**src/rtl/csync_decoder_pkg.sv**
```systemverilog
// ---------------------------------------------------------------------------
// csync_dec_pkg
// Shared types and default constants for the composite-sync decoder.
//   dec_state_e   : decoder FSM states (SEARCH, VBLANK, COUNT)
//   pulse_class_e : classification of one completed csync-high pulse
//   DEF_*         : default parameter values used by csync_decoder
// ---------------------------------------------------------------------------
package csync_dec_pkg;

  typedef enum logic [1:0] {
    SEARCH = 2'd0,
    VBLANK = 2'd1,
    COUNT  = 2'd2
  } dec_state_e;

  typedef enum logic [2:0] {
    P_NONE   = 3'd0,
    P_GLITCH = 3'd1,
    P_LINE   = 3'd2,
    P_BROAD  = 3'd3,
    P_BAD    = 3'd4
  } pulse_class_e;

  localparam int DEF_CNT_W       = 10;
  localparam int DEF_LINE_W      = 10;
  localparam int DEF_HSYNC_MIN   = 8;
  localparam int DEF_HSYNC_MAX   = 40;
  localparam int DEF_VSYNC_MIN   = 100;
  localparam int DEF_TIMEOUT     = 1023;
  localparam int DEF_LOCK_FRAMES = 2;

endpackage

```
**src/rtl/csync_decoder_pulse_meas.sv**
```systemverilog
// ---------------------------------------------------------------------------
// csync_pulse_meas
// Synchronizes csync/cblank, detects csync edges, measures the high width of
// each csync pulse and classifies it when the pulse ends.
// Ports:
//   blif_clk_net   in   clock
//   blif_reset_net in   asynchronous active-high reset
//   csync_in       in   raw composite sync (active-high)
//   cblank_in      in   raw composite blank (active-high)
//   pulse_class    out  class of the pulse that just ended (P_NONE otherwise),
//                       valid for exactly the synchronized-fall cycle
//   rise_seen      out  1-cycle strobe on a qualified synchronized csync rise
//   blank_sync     out  cblank after the 2-flop synchronizer
// ---------------------------------------------------------------------------
module csync_pulse_meas
  import csync_dec_pkg::*;
#(
  parameter int CNT_W     = DEF_CNT_W,
  parameter int HSYNC_MIN = DEF_HSYNC_MIN,
  parameter int HSYNC_MAX = DEF_HSYNC_MAX,
  parameter int VSYNC_MIN = DEF_VSYNC_MIN
) (
  input  logic         blif_clk_net,
  input  logic         blif_reset_net,
  input  logic         csync_in,
  input  logic         cblank_in,
  output pulse_class_e pulse_class,
  output logic         rise_seen,
  output logic         blank_sync
);

  localparam logic [CNT_W-1:0] HMIN_C  = CNT_W'(HSYNC_MIN);
  localparam logic [CNT_W-1:0] HMAX_C  = CNT_W'(HSYNC_MAX);
  localparam logic [CNT_W-1:0] VMIN_C  = CNT_W'(VSYNC_MIN);
  localparam logic [CNT_W-1:0] WIDTH_SAT = '1;

  logic             csync_s1_q, csync_s1_d;
  logic             csync_s2_q, csync_s2_d;
  logic             csync_s3_q, csync_s3_d;
  logic             blank_s1_q, blank_s1_d;
  logic             blank_s2_q, blank_s2_d;
  logic [1:0]       settle_q, settle_d;
  logic             in_pulse_q, in_pulse_d;
  logic [CNT_W-1:0] width_q, width_d;
  logic             rise;
  logic             fall;

  // The sync chain holds reset values for three clocks after reset, so an edge
  // seen before settle_q saturates is an artefact of reset, not a real rise.
  // in_pulse_q marks a pulse whose rise was genuinely observed; a pulse that
  // was already high across reset is never classified.
  // The rise cycle itself counts as the first high clock, so the width held at
  // the fall equals the number of clocks csync was sampled high.
  always_comb begin
    csync_s1_d = csync_in;
    csync_s2_d = csync_s1_q;
    csync_s3_d = csync_s2_q;
    blank_s1_d = cblank_in;
    blank_s2_d = blank_s1_q;

    settle_d = settle_q;
    if (settle_q != 2'd3) settle_d = settle_q + 2'd1;

    rise = csync_s2_q & ~csync_s3_q & (settle_q == 2'd3);
    fall = ~csync_s2_q & csync_s3_q & in_pulse_q;

    in_pulse_d = in_pulse_q;
    width_d    = width_q;
    if (rise) begin
      in_pulse_d = 1'b1;
      width_d    = CNT_W'(1);
    end else if (csync_s2_q && in_pulse_q && (width_q != WIDTH_SAT)) begin
      width_d = width_q + CNT_W'(1);
    end
    if (fall) in_pulse_d = 1'b0;

    pulse_class = P_NONE;
    if (fall) begin
      if (width_q < HMIN_C)       pulse_class = P_GLITCH;
      else if (width_q <= HMAX_C) pulse_class = P_LINE;
      else if (width_q >= VMIN_C) pulse_class = P_BROAD;
      else                        pulse_class = P_BAD;
    end

    rise_seen  = rise;
    blank_sync = blank_s2_q;
  end

  always_ff @(posedge blif_clk_net or posedge blif_reset_net) begin
    if (blif_reset_net) begin
      csync_s1_q <= 1'b0;
      csync_s2_q <= 1'b0;
      csync_s3_q <= 1'b0;
      blank_s1_q <= 1'b0;
      blank_s2_q <= 1'b0;
      settle_q   <= 2'd0;
      in_pulse_q <= 1'b0;
      width_q    <= '0;
    end else begin
      csync_s1_q <= csync_s1_d;
      csync_s2_q <= csync_s2_d;
      csync_s3_q <= csync_s3_d;
      blank_s1_q <= blank_s1_d;
      blank_s2_q <= blank_s2_d;
      settle_q   <= settle_d;
      in_pulse_q <= in_pulse_d;
      width_q    <= width_d;
    end
  end

endmodule

```
**src/rtl/csync_decoder.sv**
```systemverilog
// ---------------------------------------------------------------------------
// csync_decoder
// Decodes composite sync/blank back into line and frame timing, and reports
// lock once consecutive frames have the same number of lines.
// Optional feature macro: CSYNC_DECODER_STATS_EN (saturating error counter).
// Ports:
//   blif_clk_net   in   clock
//   blif_reset_net in   asynchronous active-high reset
//   csync_in       in   composite sync (active-high)
//   cblank_in      in   composite blank (active-high)
//   hs_pulse       out  1-cycle strobe: valid line sync ended
//   vs_start       out  1-cycle strobe: first broad pulse of a frame ended
//   line_cnt       out  lines since the last vertical interval
//   frame_lines    out  line count of the last completed frame
//   locked         out  frame timing stable
//   err_pulse      out  1-cycle strobe: bad pulse width or idle timeout
//   blank_o        out  synchronized cblank
//   err_cnt        out  saturating error count (0 when the macro is undefined)
// ---------------------------------------------------------------------------
module csync_decoder
  import csync_dec_pkg::*;
#(
  parameter int CNT_W       = DEF_CNT_W,
  parameter int LINE_W      = DEF_LINE_W,
  parameter int HSYNC_MIN   = DEF_HSYNC_MIN,
  parameter int HSYNC_MAX   = DEF_HSYNC_MAX,
  parameter int VSYNC_MIN   = DEF_VSYNC_MIN,
  parameter int TIMEOUT     = DEF_TIMEOUT,
  parameter int LOCK_FRAMES = DEF_LOCK_FRAMES
) (
  input  logic              blif_clk_net,
  input  logic              blif_reset_net,
  input  logic              csync_in,
  input  logic              cblank_in,
  output logic              hs_pulse,
  output logic              vs_start,
  output logic [LINE_W-1:0] line_cnt,
  output logic [LINE_W-1:0] frame_lines,
  output logic              locked,
  output logic              err_pulse,
  output logic              blank_o,
  output logic [7:0]        err_cnt
);

  localparam int               GOOD_W     = $clog2(LOCK_FRAMES + 1);
  localparam logic [GOOD_W-1:0] GOOD_MAX  = GOOD_W'(LOCK_FRAMES);
  localparam logic [CNT_W-1:0] TIMEOUT_C  = CNT_W'(TIMEOUT);
  localparam logic [CNT_W-1:0] TIMEOUT_M1 = CNT_W'(TIMEOUT - 1);
  localparam logic [LINE_W-1:0] LINE_SAT  = '1;

  pulse_class_e pulse_class;
  logic         rise_seen;

  dec_state_e        state_q, state_d;
  logic [LINE_W-1:0] line_cnt_q, line_cnt_d;
  logic [LINE_W-1:0] frame_lines_q, frame_lines_d;
  logic [GOOD_W-1:0] good_q, good_d;
  logic              locked_q, locked_d;
  logic              hs_pulse_q, hs_pulse_d;
  logic              vs_start_q, vs_start_d;
  logic              err_pulse_q, err_pulse_d;
  logic [CNT_W-1:0]  idle_q, idle_d;
  logic              timeout_ev;
  logic              frame_match;
  logic [GOOD_W-1:0] good_inc;

  csync_pulse_meas #(
    .CNT_W     (CNT_W),
    .HSYNC_MIN (HSYNC_MIN),
    .HSYNC_MAX (HSYNC_MAX),
    .VSYNC_MIN (VSYNC_MIN)
  ) u_meas (
    .blif_clk_net   (blif_clk_net),
    .blif_reset_net (blif_reset_net),
    .csync_in       (csync_in),
    .cblank_in      (cblank_in),
    .pulse_class    (pulse_class),
    .rise_seen      (rise_seen),
    .blank_sync     (blank_o)
  );

  // The idle counter parks at TIMEOUT, so a long silence raises err_pulse only
  // once. Timeout and BAD share one branch ahead of the FSM, which is how a
  // timeout wins over a classification in the same cycle. Entering SEARCH
  // clears frame_lines, and a zero frame_lines never matches, so the first
  // frame after SEARCH cannot count towards lock.
  always_comb begin
    state_d       = state_q;
    line_cnt_d    = line_cnt_q;
    frame_lines_d = frame_lines_q;
    good_d        = good_q;
    locked_d      = locked_q;
    hs_pulse_d    = 1'b0;
    vs_start_d    = 1'b0;
    err_pulse_d   = 1'b0;

    idle_d = idle_q;
    if (rise_seen)                idle_d = '0;
    else if (idle_q != TIMEOUT_C) idle_d = idle_q + CNT_W'(1);
    timeout_ev = !rise_seen && (idle_q == TIMEOUT_M1);

    frame_match = (frame_lines_q != '0) && (line_cnt_q == frame_lines_q);
    good_inc    = (good_q == GOOD_MAX) ? good_q : good_q + GOOD_W'(1);

    if (timeout_ev || (pulse_class == P_BAD)) begin
      err_pulse_d   = 1'b1;
      state_d       = SEARCH;
      locked_d      = 1'b0;
      good_d        = '0;
      line_cnt_d    = '0;
      frame_lines_d = '0;
    end else begin
      case (state_q)
        SEARCH: begin
          if (pulse_class == P_BROAD) begin
            vs_start_d = 1'b1;
            line_cnt_d = '0;
            state_d    = VBLANK;
          end
        end
        VBLANK: begin
          if (pulse_class == P_LINE) begin
            hs_pulse_d = 1'b1;
            line_cnt_d = LINE_W'(1);
            state_d    = COUNT;
          end
        end
        COUNT: begin
          if (pulse_class == P_LINE) begin
            hs_pulse_d = 1'b1;
            if (line_cnt_q != LINE_SAT) line_cnt_d = line_cnt_q + LINE_W'(1);
          end else if (pulse_class == P_BROAD) begin
            vs_start_d    = 1'b1;
            frame_lines_d = line_cnt_q;
            line_cnt_d    = '0;
            state_d       = VBLANK;
            if (frame_match) begin
              good_d = good_inc;
              if (good_inc == GOOD_MAX) locked_d = 1'b1;
            end else begin
              good_d   = '0;
              locked_d = 1'b0;
            end
          end
        end
        default: state_d = SEARCH;
      endcase
    end
  end

  always_ff @(posedge blif_clk_net or posedge blif_reset_net) begin
    if (blif_reset_net) begin
      state_q       <= SEARCH;
      line_cnt_q    <= '0;
      frame_lines_q <= '0;
      good_q        <= '0;
      locked_q      <= 1'b0;
      hs_pulse_q    <= 1'b0;
      vs_start_q    <= 1'b0;
      err_pulse_q   <= 1'b0;
      idle_q        <= '0;
    end else begin
      state_q       <= state_d;
      line_cnt_q    <= line_cnt_d;
      frame_lines_q <= frame_lines_d;
      good_q        <= good_d;
      locked_q      <= locked_d;
      hs_pulse_q    <= hs_pulse_d;
      vs_start_q    <= vs_start_d;
      err_pulse_q   <= err_pulse_d;
      idle_q        <= idle_d;
    end
  end

  assign hs_pulse    = hs_pulse_q;
  assign vs_start    = vs_start_q;
  assign line_cnt    = line_cnt_q;
  assign frame_lines = frame_lines_q;
  assign locked      = locked_q;
  assign err_pulse   = err_pulse_q;

`ifdef CSYNC_DECODER_STATS_EN
  logic [7:0] err_cnt_q, err_cnt_d;

  // Counts on the same edge that raises err_pulse; sticks at 255.
  always_comb begin
    err_cnt_d = err_cnt_q;
    if (err_pulse_d && (err_cnt_q != 8'hFF)) err_cnt_d = err_cnt_q + 8'd1;
  end

  always_ff @(posedge blif_clk_net or posedge blif_reset_net) begin
    if (blif_reset_net) err_cnt_q <= 8'd0;
    else                err_cnt_q <= err_cnt_d;
  end

  assign err_cnt = err_cnt_q;
`else
  assign err_cnt = 8'd0;
`endif

endmodule
```
**config.mk**
```make
export PLATFORM = sky130hd
export DESIGN_NAME = csync_decoder
export DESIGN_NICKNAME = d
export VERILOG_FILES = /design/src/rtl/csync_decoder_pkg.sv /design/src/rtl/csync_decoder_pulse_meas.sv /design/src/rtl/csync_decoder.sv
export SDC_FILE = /design/constraint.sdc
export NUM_CORES = 1
export LEC_CHECK = 0
export BUFFER_PORTS_ARGS = -buffer_cell sky130_fd_sc_hd__buf_2
export CAP_MARGIN = 40
export CELL_PAD_IN_SITES_DETAIL_PLACEMENT = 1
export CELL_PAD_IN_SITES_GLOBAL_PLACEMENT = 1
export CORE_MARGIN = 4
export CORE_UTILIZATION = 45
export CTS_CLUSTER_DIAMETER = 120
export DETAILED_ROUTE_END_ITERATION = 16
export GPL_TIMING_DRIVEN = 0
export PLACE_DENSITY_LB_ADDON = 0.25
export SLEW_MARGIN = 30
export SYNTH_ARGS = -nofsm -noshare
export SYNTH_HDL_FRONTEND = slang
export SYNTH_SLANG_ARGS = --single-unit
export TNS_END_PERCENT = 30
```
**constraint.sdc**
```tcl
create_clock -name blif_clk_net -period 5.95 [get_ports blif_clk_net]
set_input_delay 1.19 -clock blif_clk_net [delete_from_list [all_inputs] [get_ports blif_clk_net]]
set_output_delay 1.19 -clock blif_clk_net [all_outputs]
set_load 0.01 [all_outputs]
```
==> results of run 1 <==
sequential cells by signal, summed over array words and instances (netlist names):
register,cells
hs_pulse,1
u_meas.settle_q,2
u_meas.width_q,10
state_q,2
good_q,2
locked,1
line_cnt,10
u_meas.csync_s3_q,1
err_pulse,1
u_meas.csync_s2_q,1
idle_q,10
u_meas.blank_sync,1
frame_lines,10
u_meas.blank_s1_q,1
u_meas.in_pulse_q,1
vs_start,1
u_meas.csync_s1_q,1
power by group through the flow:
stage | clock network, mW | registers (mW) | logic (mW)
2_1_floorplan | 0 | 0.423 | 0.0582
3_3_place_gp | 0 | 0.427 | 0.0703
3_5_place_dp | 0 | 0.428 | 0.0749
4_1_cts | 0.257 | 0.420 | 0.0755
5_1_grt | 0.271 | 0.426 | 0.0854
6_report | 0.250 | 0.420 | 0.0740
stage by stage:
step | instances | cell area, µm² | utilization, % | setup WS (ps)
CTS | 464 | 3602 | 52.73 | 3413
global route | 464 | 3602 | 52.73 | 3300
floorplan | 331 | 3212 | - | 3389
detailed placement | 456 | 3495 | 51.15 | 3452
finish | 464 | 3602 | 52.73 | 3429
global placement | 455 | 3472 | 50.82 | 2632
synthesized netlist by cell type, types with 4 or more instances:
master                     count
sky130_fd_sc_hd__a21oi_1      16
sky130_fd_sc_hd__ha_1         11
sky130_fd_sc_hd__a22o_1       10
sky130_fd_sc_hd__buf_4         8
sky130_fd_sc_hd__nor3_1        7
sky130_fd_sc_hd__o211ai_1      6
sky130_fd_sc_hd__o21ai_0      10
sky130_fd_sc_hd__nor4_1        7
sky130_fd_sc_hd__xor2_1       13
sky130_fd_sc_hd__inv_1        15
sky130_fd_sc_hd__xnor2_1      12
sky130_fd_sc_hd__nor2_1       31
sky130_fd_sc_hd__dfrtp_1      56
sky130_fd_sc_hd__nand3_1       8
sky130_fd_sc_hd__nand2_1      18
sky130_fd_sc_hd__and3_1        5
sky130_fd_sc_hd__clkbuf_1     12
sky130_fd_sc_hd__nand4_1      14
sky130_fd_sc_hd__mux2i_1       5
sky130_fd_sc_hd__nand2b_1      4
routing by layer:
layer	GRT usage, %	wire length, µm	up-vias
met5	0	0	-
met4	5.693	43	0
met3	2.625	219	4
met2	32.54	3818	44
met1	23.48	3486	1278
li1	-	-	1247
kinds of logic after synthesis:
kind of cell               count (synthesis)  share of synthesized area [%]
DFF                                       56                          43.99
muxes                                      6                          1.925
adders and majority gates                 11                          4.320
AOI/OAI and AO/OA                         76                          18.62
xor gates and xnor gates                  25                          6.874
other                                      1                         0.1177
and+or+nand+nor                          110                          18.26
buffers and inverters                     39                          5.891
path summary, 6_finish.rpt:
check	start	to	slack, ps	depth (start not counted)
min in group asynchronous	blif_reset_net	err_pulse	830	2
hold / removal	u_meas.csync_s1_q	u_meas.csync_s2_q	360	0
setup reg to reg	u_meas.settle_q[0]	line_cnt[5]	3430	7
hold reg to reg	u_meas.csync_s1_q	u_meas.csync_s2_q	360	0
setup / recovery	u_meas.settle_q[0]	line_cnt[5]	3430	7
max in group asynchronous	blif_reset_net	line_cnt[4]	4630	3
layout by cell type (no fill, tap or decap), types with 2 or more instances in the layout:
master                      netlist  final
sky130_fd_sc_hd__clkbuf_1        12     13
sky130_fd_sc_hd__o22a_1           3      3
sky130_fd_sc_hd__nand3_1          8      8
sky130_fd_sc_hd__dfrtp_1         56     56
sky130_fd_sc_hd__o211ai_1         6      6
sky130_fd_sc_hd__clkbuf_8         0      5
sky130_fd_sc_hd__o2111ai_1        2      2
sky130_fd_sc_hd__a31oi_1          3      3
sky130_fd_sc_hd__buf_2            3     31
sky130_fd_sc_hd__xnor2_1         12     12
sky130_fd_sc_hd__nor2_1          31     31
sky130_fd_sc_hd__conb_1           1      8
sky130_fd_sc_hd__a21o_1           3      3
sky130_fd_sc_hd__and4_1           3      3
sky130_fd_sc_hd__inv_1           15     14
sky130_fd_sc_hd__nand2_1         18     18
sky130_fd_sc_hd__nor3_1           7      7
sky130_fd_sc_hd__ha_1            11     11
sky130_fd_sc_hd__a311oi_1         2      2
sky130_fd_sc_hd__mux2i_1          5      5
sky130_fd_sc_hd__a211oi_1         2      2
sky130_fd_sc_hd__nand2b_1         4      4
sky130_fd_sc_hd__xor2_1          13     13
sky130_fd_sc_hd__buf_4            8      8
sky130_fd_sc_hd__nand4_1         14     14
sky130_fd_sc_hd__o2bb2ai_1        2      2
sky130_fd_sc_hd__and3_1           5      5
sky130_fd_sc_hd__or3_1            2      2
sky130_fd_sc_hd__a22o_1          10     10
sky130_fd_sc_hd__a21boi_0         3      3
sky130_fd_sc_hd__nor4_1           7      7
sky130_fd_sc_hd__a31o_2           2      2
sky130_fd_sc_hd__and3b_1          2      2
sky130_fd_sc_hd__a21oi_1         16     16
sky130_fd_sc_hd__o21ai_0         10     10
critical path: cells and delay by family (launching register included):
family          cells  cell delay, ps
flops               1             410
fa+ha+maj           1             260
simple gates        4            1370
compound gates      2             400
area by class of cell:
| type | count | area share (%) |
|---|---|---|
| multi-input combinational | 236 | 45.05 |
| clock inverter | 2 | 0.9726 |
| buffer | 24 | 3.647 |
| inverter | 15 | 1.633 |
| tap | 96 | 3.334 |
| sequential | 56 | 38.90 |
| timing repair buffer | 29 | 4.446 |
| clock buffer | 6 | 2.015 |
==> implementation parameters, run 1 <==
Parameter                              Value

STA
  Hold Fails Final Rpt ... 0
  Worst setup skew after layout ... 13.94 ps
  Endpoints failing setup ... 0
  Unrepaired setup endpoints after global routing ... no
  Fin Setup TNS ... 0 ps
  Tightest hold margin ... 360.2 ps
  Max_slew headroom ... 52.18%
  Ratio of final minimum period to clock period ... 42.36%
  Timing-limited maximum frequency ... 396.7 MHz
  Number of pins with negative max-slew slack in the final report ... 0
  Post-layout min period ... 2521 ps
  Transition time at the pin with the least slew margin ... 714.7 ps

Place
  Last weighted congestion value of the routability-driven placer ... 0.7800
  Post-DP HPWL ... 5624 µm
  Buffers on Ports ... 28

Logic synthesis
  Share of flip-flops with an asynchronous set or reset after synthesis ... 100.0%
  Number of distinct standard cells referenced by the synthesized netlist ... 57
  Share of the yosys chip area belonging to registers ... 43.99%
  Post-synthesis sequential element count ... 56
  Average size of a mapped cell ... 9.832 µm²
  Number of enable-type register cells in the synthesized netlist ... 0
  Largest area contributor in the netlist ... sky130_fd_sc_hd__dfrtp_1
  Synthesis warning total ... 0
  Area share of the largest cell type after synthesis ... 43.99%
  Post-synth design cell area ... 3186 µm²
  Post-Syn Instances ... 324
  Most instantiated flip-flop cell in the synthesis netlist ... sky130_fd_sc_hd__dfrtp_1
  Largest cells by area after synthesis ... sky130_fd_sc_hd__dfrtp_1 (44%), sky130_fd_sc_hd__ha_1 (4.3%), sky130_fd_sc_hd__nor2_1 (3.7%)

Setup path
  Cell with the largest stage delay on the worst path ... sky130_fd_sc_hd__or4_4
  Chain of cells forming the critical path ... ha_1 -> and3b_1 -> or4_4 -> nand4_2 -> o221ai_4 -> or3_1 -> a211oi_2
  Nature of the critical path endpoint ... flip-flop
  Worst Path Required ... 6180 ps
  Startpoint type of the worst setup path ... flip-flop
  Crit path DAT ... 2750 ps
  Delay of the slowest cell on the worst path ... 600 ps
  Worst Path Max Fanout ... 10
  Critical path start-end classification ... flip-flop to flip-flop

Worst hold path
  Kind of path behind the tightest hold check ... flip-flop to flip-flop

Clock network
  TritonCTS buffer count ... 5
  Setup Fix Bufs, Post-CTS ... 0
  Clock tree buffer depth ... 2
  CTS tree ... done
  Clock latency on the worst-skew pair ... 310 ps
  Clk sinks ... 56
  Number of gates given a new drive strength after cts ... 0
  Clock slew at the register clock pins of the worst setup and hold paths ... 100 ps
  CTS H-Tree Depth ... 2
  CTS root buf ... sky130_fd_sc_hd__clkbuf_8
  Total of hold buffers inserted after clock tree synthesis ... 0

Power
  Clock Power Share ... 33.6%
  PwrDens ... 206.6 nW/µm²
  Switching power share of the total ... 25.59%
  Leakage power of the design ... 1.681 nW
  Combinational share of power ... 9.9%
  Net switching component of the power ... 0.1905 mW
  Cell-internal power ... 0.5537 mW
  Share of total power in sequential cells ... 56.5%
  Max VDD drop ... 134.6 µV
  Overall power ... 0.7442 mW

Floorplan
  Die X ... 92.14 µm
  Placeable core area ... 6832 µm²
  Die height ... 92.14 µm
  Starting Density ... 46.63%
  Num ports ... 37
  Number of core rows ... 30
  Die ar. ... 8489 µm²

Global route
  Global-route wire length before repair ... 12810 µm
  Number of global-route vias before repair ... 2640
  Antenna violations before repair ... 0
  Final global-route overflow total ... 0
  Pin count of the biggest net entering global routing ... 35
  Total routing resource utilization after global routing ... 18.52%

Route
  Overall routed net length ... 7567 µm
  Detailed router's first-iteration violation count ... 104
  Remaining number of nets flagged by the antenna check after routing ... 0
  Drt via density ... 5.545
  Count of TritonRoute iterations in the first routing pass ... 4
  Drt wl/cell ... 16.31 µm
  Via count ... 2573
  Number of design rule violations left after detail routing ... 0

Cells and area
  Final net count ... 382
  # fillers ... 798
  Proportion of layout cells with a drive suffix above 1 ... 16.85%
  Area of the multi-input gates ... 1623 µm²
  Area used by sequential logic in the layout ... 1401 µm²
  Antenna diode instance count ... 0
  Signed area change from the synthesized netlist to the final layout ... 13.08%

Outcome
  Result of the run ... finished, final reports clean

Job
  Number of max-cap violations ... 0
(Power assumes the default switching activity.)
==> run 2: changes to the inputs <==
--- a/config.mk
+++ b/config.mk
@@ -5,12 +5,13 @@
 export SDC_FILE = /design/constraint.sdc
 export NUM_CORES = 1
 export LEC_CHECK = 0
+export ABC_AREA = 1
 export BUFFER_PORTS_ARGS = -buffer_cell sky130_fd_sc_hd__buf_2
 export CAP_MARGIN = 40
 export CELL_PAD_IN_SITES_DETAIL_PLACEMENT = 1
 export CELL_PAD_IN_SITES_GLOBAL_PLACEMENT = 1
 export CORE_MARGIN = 4
-export CORE_UTILIZATION = 45
+export CORE_UTILIZATION = 39
 export CTS_CLUSTER_DIAMETER = 120
 export DETAILED_ROUTE_END_ITERATION = 16
 export GPL_TIMING_DRIVEN = 0
==> constraint.sdc (replaced) <==
create_clock -name blif_clk_net -period 2.04 [get_ports blif_clk_net]
set_input_delay 0.408 -clock blif_clk_net [delete_from_list [all_inputs] [get_ports blif_clk_net]]
set_output_delay 0.408 -clock blif_clk_net [all_outputs]
set_load 0.01 [all_outputs]
==> run 2 against run 1 <==
Compared with the run above: largest power group unchanged; synthesized cell count increased by 40%; critical path type unchanged; worst hold slack got worse by 320 ps; fmax increased by 30%; cell count increased by 34%; register-to-register slack got worse by 3300 ps; highest routed layer unchanged; critical endpoint is now line_cnt[1]; total power increased to 2.8 times the previous value.
==> implementation parameters, run 2 <==
Parameter                              Value

Route
  Number of design rule violations left after detail routing ... 0 (unchanged)
  Drt wl/cell ... 15.03 µm (was 16.31 µm)
  Remaining number of nets flagged by the antenna check after routing ... 0 (unchanged)
  Detailed router's first-iteration violation count ... 101 (was 104)
  Drt via density ... 5.145 (was 5.545)
  Via count ... 3200 (was 2573)
  Count of TritonRoute iterations in the first routing pass ... 4 (unchanged)
  Overall routed net length ... 9348 µm (was 7567 µm)

Setup path
  Chain of cells forming the critical path ... inv_2 -> ha_4 -> nand2_1 -> nand2_1 -> nand2_1 -> nand2_2 -> nand2_4 -> nand3_2 -> nand2_4 -> buf_12 -> nor3_4 -> nand2_1 -> nand2_1 -> a21boi_1 (was ha_1 -> and3b_1 -> or4_4 -> nand4_2 -> o221ai_4 -> or3_1 -> a211oi_2)
  Worst Path Required ... 2290 ps (was 6180 ps)
  Delay of the slowest cell on the worst path ... 400 ps (was 600 ps)
  Worst Path Max Fanout ... 9 (was 10)
  Most frequent CP cell ... sky130_fd_sc_hd__nand2_1
  Startpoint type of the worst setup path ... flip-flop (unchanged)
  Buffer and inverter count on the worst path ... 2 (was 0)
  Critical path start-end classification ... flip-flop to flip-flop (unchanged)
  Kind of cell with the highest combined delay on the critical path ... simple AND/OR/NAND/NOR gates (unchanged)
  Nature of the critical path endpoint ... flip-flop (unchanged)
  Cell with the largest stage delay on the worst path ... sky130_fd_sc_hd__dfrtp_1 (was sky130_fd_sc_hd__or4_4)
  Crit path DAT ... 2180 ps (was 2750 ps)

Logic synthesis
  Post-Syn Instances ... 455 (was 324)
  Share of flip-flops with an asynchronous set or reset after synthesis ... 100.0% (unchanged)
  Largest area contributor in the netlist ... sky130_fd_sc_hd__dfrtp_1 (unchanged)
  Area share of the largest cell type after synthesis ... 39.84% (was 43.99%)
  Most instantiated flip-flop cell in the synthesis netlist ... sky130_fd_sc_hd__dfrtp_1 (unchanged)
  Largest cells by area after synthesis ... sky130_fd_sc_hd__dfrtp_1 (40%), sky130_fd_sc_hd__nand2_1 (11%), sky130_fd_sc_hd__inv_1 (5.8%) (was sky130_fd_sc_hd__dfrtp_1 (44%), sky130_fd_sc_hd__ha_1 (4.3%), sky130_fd_sc_hd__nor2_1 (3.7%))
  Average size of a mapped cell ... 7.730 µm² (was 9.832 µm²)
  Post-synth design cell area ... 3517 µm² (was 3186 µm²)
  Number of distinct standard cells referenced by the synthesized netlist ... 45 (was 57)
  Share of the yosys chip area belonging to registers ... 39.84% (was 43.99%)
  Number of enable-type register cells in the synthesized netlist ... 0 (unchanged)
  Post-synthesis sequential element count ... 56 (unchanged)
  Synthesis warning total ... 0 (unchanged)
  List of most frequent post-synthesis cells ... sky130_fd_sc_hd__nand2_1 (103), sky130_fd_sc_hd__dfrtp_1 (56), sky130_fd_sc_hd__inv_1 (54) (was sky130_fd_sc_hd__dfrtp_1 (56), sky130_fd_sc_hd__nor2_1 (31), sky130_fd_sc_hd__nand2_1 (18))
  Most common cell in the netlist ... sky130_fd_sc_hd__nand2_1 (was sky130_fd_sc_hd__dfrtp_1)

STA
  Transition time at the pin with the least slew margin ... 503.5 ps (was 714.7 ps)
  Unrepaired setup endpoints after global routing ... yes (was no)
  Setup ws final ... 107.1 ps (was 3429 ps)
  Ratio of final minimum period to clock period ... 94.75% (was 42.36%)
  Fin Setup TNS ... 0 ps (unchanged)
  Endpoints failing setup ... 0 (unchanged)
  Timing-limited maximum frequency ... 517.4 MHz (was 396.7 MHz)
  Max_slew headroom ... 66.43% (was 52.18%)
  Tightest hold margin ... 44.83 ps (was 360.2 ps)
  Number of pins with negative max-slew slack in the final report ... 0 (unchanged)
  Post-layout min period ... 1933 ps (was 2521 ps)
  Hold Fails Final Rpt ... 0 (unchanged)
  Worst setup skew after layout ... 11.78 ps (was 13.94 ps)

Cells and area
  Area of the multi-input gates ... 1864 µm² (was 1623 µm²)
  Final Core Density ... 47.40% (was 52.73%)
  Final net count ... 528 (was 382)
  # fillers ... 1110 (was 798)
  Leading cell types in the layout, fill and taps excluded ... sky130_fd_sc_hd__nand2_1 (98), sky130_fd_sc_hd__dfrtp_1 (52), sky130_fd_sc_hd__inv_1 (49), sky130_fd_sc_hd__nor2_1 (36), sky130_fd_sc_hd__nand3_1 (32) (was sky130_fd_sc_hd__dfrtp_1 (56), sky130_fd_sc_hd__nor2_1 (31), sky130_fd_sc_hd__buf_2 (31), sky130_fd_sc_hd__nand2_1 (18), sky130_fd_sc_hd__a21oi_1 (16))
  Most frequent standard cell in the layout excluding fill and tap cells ... sky130_fd_sc_hd__nand2_1 (was sky130_fd_sc_hd__dfrtp_1)
  Antenna diode instance count ... 0 (unchanged)
  Proportion of layout cells with a drive suffix above 1 ... 25.88% (was 16.85%)
  Area used by sequential logic in the layout ... 1406 µm² (was 1401 µm²)
  Signed area change from the synthesized netlist to the final layout ... 18.11% (was 13.08%)

Place
  Last weighted congestion value of the routability-driven placer ... 0.8444 (was 0.7800)
  Post-DP HPWL ... 7015 µm (was 5624 µm)
  Buffers on Ports ... 28 (unchanged)
  Setup WS pre-CTS ... -112.8 ps (was 3452 ps)

Outcome
  Result of the run ... finished, final reports clean (unchanged)

Clock network
  TritonCTS buffer count ... 5 (unchanged)
  Clock slew at the register clock pins of the worst setup and hold paths ... 110 ps (was 100 ps)
  Clock tree buffer depth ... 2 (unchanged)
  Clock latency on the worst-skew pair ... 320 ps (was 310 ps)
  Clk sinks ... 56 (unchanged)
  CTS H-Tree Depth ... 2 (unchanged)
  CTS tree ... done (unchanged)
  CTS root buf ... sky130_fd_sc_hd__clkbuf_8 (unchanged)

Power
  Share of total power in sequential cells ... 57.5% (was 56.5%)
  Combinational share of power ... 10.8% (was 9.9%)
  Clock Power Share ... 31.8% (was 33.6%)
  Max VDD drop ... 310.4 µV (was 134.6 µV)
  Leakage power of the design ... 2.086 nW (was 1.681 nW)
  Switching power share of the total ... 27.90% (was 25.59%)
  PwrDens ... 502.4 nW/µm² (was 206.6 nW/µm²)
  Cell-internal power ... 1.505 mW (was 0.5537 mW)
  Net switching component of the power ... 0.5823 mW (was 0.1905 mW)

Global route
  Pin count of the biggest net entering global routing ... 34 (was 35)
  Final global-route overflow total ... 0 (unchanged)
  Met3 demand-to-capacity share in global routing ... 3.045% (was 2.625%)
  Global-route wire length before repair ... 15370 µm (was 12810 µm)
  Met1 routing resource usage after global routing ... 25.32% (was 23.48%)
  Antenna violations before repair ... 0 (unchanged)
  Number of global-route vias before repair ... 3171 (was 2640)
  Met2 Use GR ... 30.00% (was 32.54%)
  Global route hottest layer ... met2 (unchanged)
  Total routing resource utilization after global routing ... 18.25% (was 18.52%)

Floorplan
  Num ports ... 37 (unchanged)
  Starting Density ... 40.13% (was 46.63%)
  Die X ... 103.0 µm (was 92.14 µm)
  Die ar. ... 10600 µm² (was 8489 µm²)
  Placeable core area ... 8763 µm² (was 6832 µm²)
  Die height ... 103.0 µm (was 92.14 µm)
  Number of core rows ... 34 (was 30)

Job
  Number of max-cap violations ... 0 (unchanged)

Worst hold path
  Kind of path behind the tightest hold check ... input port to asynchronous set/reset pin (was flip-flop to flip-flop)
## run 2: cell count changes after synthesis, moves of 9 or more
| cell | delta |
|---|---|
| sky130_fd_sc_hd__nor2_1 | +9 |
| sky130_fd_sc_hd__nand3_1 | +25 |
| sky130_fd_sc_hd__o21ai_0 | +15 |
| sky130_fd_sc_hd__inv_1 | +39 |
| sky130_fd_sc_hd__inv_2 | +10 |
| sky130_fd_sc_hd__a22o_1 | -10 |
| sky130_fd_sc_hd__clkbuf_1 | -10 |
| sky130_fd_sc_hd__xnor2_1 | -11 |
| sky130_fd_sc_hd__nand2_1 | +85 |
| sky130_fd_sc_hd__o21ai_1 | +11 |
| sky130_fd_sc_hd__xor2_1 | -9 |
## run 2: worst paths after layout
| kind | end | cells past startpoint | slack [ps] | from |
|---|---|---|---|---|
| setup / recovery | line_cnt[1] | 14 | 110 | u_meas.width_q[0] |
| hold / removal | hs_pulse | 2 | 40 | blif_reset_net |
| setup reg to reg | line_cnt[1] | 14 | 110 | u_meas.width_q[0] |
| hold reg to reg | u_meas.blank_sync | 0 | 360 | u_meas.blank_s1_q |
| max in group asynchronous | u_meas.csync_s2_q | 3 | 1490 | blif_reset_net |
| min in group blif_clk_net | u_meas.csync_s1_q | 1 | 190 | csync_in |
## run 2: metrics by stage
stage | power (mW) | cell area [µm²] | cells
after global placement | 1.390 | 3819 | 598
after CTS | 2.070 | 3959 | 607
final | 2.087 | 4154 | 622
after detailed placement | 1.406 | 3841 | 599
after global routing | 2.203 | 4154 | 622
after floorplan | 1.347 | 3543 | 462
## run 2: cell type report
type / instances / share of cell area (%)
Buffer: 14 / 2.771
Clock buffer: 5 / 1.657
Clock inverter: 3 / 0.6325
Inverter: 67 / 6.386
Multi-Input combinational cell: 325 / 44.88
Sequential cell: 56 / 33.86
Tap cell: 108 / 3.253
Timing Repair Buffer: 44 / 6.566
## run 2: power by group through the flow
stage          Combinational [mW]  Clock, mW  Sequential, mW
6_report                    0.225      0.663            1.20
5_1_grt                     0.260      0.735            1.21
4_1_cts                     0.189      0.682            1.20
3_5_place_dp                0.189          0            1.22
3_3_place_gp                0.173          0            1.22
2_1_floorplan               0.137          0            1.21
## run 2: cell families (layout without fill, tap and decap cells)
logic type | count (synthesis) | after routing | synth area share (%)
other | 1 | 8 | 0.1066
adders and majority gates | 11 | 11 | 3.913
xor gates and xnor gates | 5 | 5 | 1.245
AOI/OAI and AO/OA | 67 | 67 | 11.38
buffers and inverters | 81 | 133 | 10.46
DFF | 56 | 56 | 39.84
muxes | 1 | 1 | 0.3201
and+or+nand+nor | 233 | 233 | 32.73
## run 2: metal layers
metal  share of wire [%]  routed length (µm)  vias up
met1                  48                4497     1571
li1                    -                   -     1576
met5                   0                   0        -
met4                0.62                  58        0
met2                  47                4430       48
met3                 3.9                 362        5
## run 2: worst reg2reg max path: stages (launching register included)
cell	delay, ps
sky130_fd_sc_hd__dfrtp_1	400
sky130_fd_sc_hd__inv_2	100
sky130_fd_sc_hd__ha_4	140
sky130_fd_sc_hd__nand2_1	50
sky130_fd_sc_hd__nand2_1	50
sky130_fd_sc_hd__nand2_1	60
sky130_fd_sc_hd__nand2_2	80
sky130_fd_sc_hd__nand2_4	70
sky130_fd_sc_hd__nand3_2	110
sky130_fd_sc_hd__nand2_4	70
sky130_fd_sc_hd__buf_12	150
sky130_fd_sc_hd__nor3_4	270
sky130_fd_sc_hd__nand2_1	80
sky130_fd_sc_hd__nand2_1	70
sky130_fd_sc_hd__a21boi_1	140
## run 2: what timing repair did
| action | CTS | global route |
|---|---|---|
| resized for setup | 7 | 27 |
| buffers inserted | 0 | 15 |
| endpoints found under the setup margin | 22 | 26 |
| pin swaps | 2 | 9 |
| hold buffers | 0 | 0 |
==> run 3: changes to the inputs <==
--- a/config.mk
+++ b/config.mk
@@ -10,10 +10,12 @@
 export CAP_MARGIN = 40
 export CELL_PAD_IN_SITES_DETAIL_PLACEMENT = 1
 export CELL_PAD_IN_SITES_GLOBAL_PLACEMENT = 1
+export CORE_ASPECT_RATIO = 0.9
 export CORE_MARGIN = 4
 export CORE_UTILIZATION = 39
 export CTS_CLUSTER_DIAMETER = 120
 export DETAILED_ROUTE_END_ITERATION = 16
+export GPL_ROUTABILITY_DRIVEN = 0
 export GPL_TIMING_DRIVEN = 0
 export PLACE_DENSITY_LB_ADDON = 0.25
 export SLEW_MARGIN = 30
==> run 3 against run 2 <==
Compared with the run above: via count increased by 1.3%; critical endpoint is now line_cnt[5]; wire length is 5.2% higher; count of clock-buffer cells in the layout is the same; critical path depth is 1 higher.
==> implementation parameters, run 3 (same netlist as run 2, synthesis figures left out) <==
Parameter                              Value

Outcome
  Result of the run ... finished, final reports clean (unchanged)

Global route
  Total routing resource utilization after global routing ... 18.57% (was 18.25%)
  Met1 routing resource usage after global routing ... 27.22% (was 25.32%)
  Number of global-route vias before repair ... 3232 (was 3171)
  Global route hottest layer ... met2 (unchanged)
  Met2 Use GR ... 28.44% (was 30.00%)
  Final global-route overflow total ... 0 (unchanged)
  Pin count of the biggest net entering global routing ... 35 (was 34)
  Global-route wire length before repair ... 15930 µm (was 15370 µm)
  Antenna violations before repair ... 0 (unchanged)
  Met3 demand-to-capacity share in global routing ... 3.305% (was 3.045%)

STA
  Unrepaired setup endpoints after global routing ... yes (unchanged)
  Endpoints failing setup ... 0 (unchanged)
  Hold Fails Final Rpt ... 0 (unchanged)
  Worst setup skew after layout ... 10.60 ps (was 11.78 ps)
  Ratio of final minimum period to clock period ... 96.32% (was 94.75%)
  Post-layout min period ... 1965 ps (was 1933 ps)
  Timing-limited maximum frequency ... 508.9 MHz (was 517.4 MHz)
  Fin Setup TNS ... 0 ps (unchanged)
  Number of pins with negative max-slew slack in the final report ... 0 (unchanged)

Clock network
  Total of hold buffers inserted after clock tree synthesis ... 0 (unchanged)
  Clock latency on the worst-skew pair ... 330 ps (was 320 ps)
  CTS H-Tree Depth ... 2 (unchanged)
  CTS root buf ... sky130_fd_sc_hd__clkbuf_8 (unchanged)
  TritonCTS buffer count ... 5 (unchanged)
  Clock slew at the register clock pins of the worst setup and hold paths ... 110 ps (about the same)
  Clk sinks ... 56 (unchanged)
  CTS tree ... done (unchanged)
  Clock tree buffer depth ... 2 (unchanged)

Route
  Via count ... 3243 (was 3200)
  Count of TritonRoute iterations in the first routing pass ... 5 (was 4)
  Overall routed net length ... 9836 µm (was 9348 µm)
  Remaining number of nets flagged by the antenna check after routing ... 0 (unchanged)
  Detailed router's first-iteration violation count ... 175 (was 101)
  Drt wl/cell ... 15.51 µm (was 15.03 µm)
  Drt via density ... 5.115 (was 5.145)
  Number of design rule violations left after detail routing ... 0 (unchanged)

Place
  Post-DP HPWL ... 7300 µm (was 7015 µm)
  Buffers on Ports ... 28 (unchanged)
  Cell area after placement ... 3855 µm² (was 3841 µm²)

Cells and area
  Design area ... 4183 µm² (was 4154 µm²)
  Antenna diode instance count ... 0 (unchanged)
  # fillers ... 1120 (was 1110)
  Final net count ... 529 (was 528)
  Leading cell types in the layout, fill and taps excluded ... sky130_fd_sc_hd__nand2_1 (98), sky130_fd_sc_hd__dfrtp_1 (52), sky130_fd_sc_hd__inv_1 (49), sky130_fd_sc_hd__nor2_1 (37), sky130_fd_sc_hd__nand3_1 (32) (was sky130_fd_sc_hd__nand2_1 (98), sky130_fd_sc_hd__dfrtp_1 (52), sky130_fd_sc_hd__inv_1 (49), sky130_fd_sc_hd__nor2_1 (36), sky130_fd_sc_hd__nand3_1 (32))
  Proportion of layout cells with a drive suffix above 1 ... 26.02% (was 25.88%)
  Signed area change from the synthesized netlist to the final layout ... 18.93% (was 18.11%)
  Most frequent standard cell in the layout excluding fill and tap cells ... sky130_fd_sc_hd__nand2_1 (unchanged)

Power
  Max VDD drop ... 314.8 µV (was 310.4 µV)
  PwrDens ... 502.0 nW/µm² (was 502.4 nW/µm²)
  Clock Power Share ... 31.7% (was 31.8%)
  Combinational share of power ... 11.2% (was 10.8%)
  Switching power share of the total ... 28.16% (was 27.90%)
  Share of total power in sequential cells ... 57.1% (was 57.5%)
  Leakage power of the design ... 2.101 nW (was 2.086 nW)
  Cell-internal power ... 1.509 mW (was 1.505 mW)
  Net switching component of the power ... 0.5912 mW (was 0.5823 mW)

Setup path
  Critical path start-end classification ... flip-flop to flip-flop (unchanged)
  Worst Path Required ... 2270 ps (was 2290 ps)
  Crit path DAT ... 2190 ps (was 2180 ps)
  Startpoint type of the worst setup path ... flip-flop (unchanged)
  Worst Path Max Fanout ... 5 (was 9)
  Nature of the critical path endpoint ... flip-flop (unchanged)

Floorplan
  Die height ... 98.09 µm (was 103.0 µm)
  Number of core rows ... 32 (was 34)
  Placeable core area ... 8688 µm² (was 8763 µm²)
  Num ports ... 37 (unchanged)
  Die ar. ... 10600 µm² (about the same)
  Starting Density ... 40.48% (was 40.13%)
  Die X ... 108.1 µm (was 103.0 µm)

Job
  Number of max-cap violations ... 0 (unchanged)

Worst hold path
  Kind of path behind the tightest hold check ... input port to asynchronous set/reset pin (unchanged)
-- run 3: cell types whose count changed in the layout (fill, tap and decap cells not counted), moves of 2 or more --
cell                       change
sky130_fd_sc_hd__a21boi_1      +2
sky130_fd_sc_hd__a21boi_2      -2
sky130_fd_sc_hd__nand2_2       +2
sky130_fd_sc_hd__nand2_4       -2
-- run 3: final timing paths --
check | slack (ps) | start | endpoint | cells after the start
worst min register to register | 370 | u_meas.blank_s1_q | u_meas.blank_sync | 0
worst max-delay path | 80 | u_meas.width_q[0] | line_cnt[5] | 15
min in group blif_clk_net | 170 | cblank_in | u_meas.blank_s1_q | 1
worst max register to register | 80 | u_meas.width_q[0] | line_cnt[5] | 15
max in group asynchronous | 1510 | blif_reset_net | u_meas.width_q[3] | 3
worst min-delay path | 30 | blif_reset_net | vs_start | 2
-- run 3: cell type report --
cell class	count	area (µm²)	share of cell area (%)
Multi-Input combinational cell	325	1858	44.42
Sequential cell	56	1406	33.62
Clock inverter	3	22.52	0.5384
Buffer	14	115.1	2.752
Timing Repair Buffer	45	297.8	7.119
Clock buffer	5	68.82	1.645
Inverter	67	265.3	6.342
Tap cell	119	148.9	3.560
-- run 3: power by group through the flow --
stage                     Clock, mW  Sequential (mW)  Combinational, mW
final                         0.666             1.20              0.235
after global routing          0.727             1.21              0.271
after floorplan                   0             1.21              0.137
after CTS                     0.684             1.20              0.185
after detailed placement          0             1.22              0.184
after global placement            0             1.22              0.173
-- run 3: repair_timing --
item	CTS	global route
endpoints found under the setup margin	22	15
resized for setup	6	26
buffers inserted	1	14
pin swaps	3	12
gates cloned	0	1
-- run 3: critical path, stage by stage (launching register included) --
cell and delay, ps:
sky130_fd_sc_hd__dfrtp_1 380, sky130_fd_sc_hd__inv_2 60, sky130_fd_sc_hd__ha_4 160, sky130_fd_sc_hd__nand2_2 50, sky130_fd_sc_hd__nand2_1 40, sky130_fd_sc_hd__nand2_1 50, sky130_fd_sc_hd__nand2_1 60, sky130_fd_sc_hd__nand2_2 140
sky130_fd_sc_hd__nand3_2 120, sky130_fd_sc_hd__nand2_4 130, sky130_fd_sc_hd__buf_12 140, sky130_fd_sc_hd__nor2_4 60, sky130_fd_sc_hd__nor3_4 260, sky130_fd_sc_hd__nand2_1 100, sky130_fd_sc_hd__nand2_1 80, sky130_fd_sc_hd__nor2_1 40
-- run 3: metal layers --
metal | vias to the layer above | part of all wire, % | wire (µm)
met3 | 8 | 4.6 | 449
met4 | 0 | 0.65 | 64
met5 | - | 0 | 0
met1 | 1591 | 49 | 4832
li1 | 1584 | - | -
met2 | 60 | 46 | 4489
-- run 3: through the flow --
step / utilization (%) / power, mW / std cells / worst slack, ps / hold WS [ps]
floorplan: - / 1.347 / 462 / 237.9 / 331.2
finish: 48.14 / 2.100 / 634 / 75.11 / 29.23
detailed placement: 44.37 / 1.403 / 610 / -119.9 / 337.2
CTS: 45.74 / 2.067 / 619 / 10.65 / 33.67
global route: 48.14 / 2.205 / 634 / -36.77 / 50.04
global placement: 44.11 / 1.390 / 609 / -619.5 / 333.5
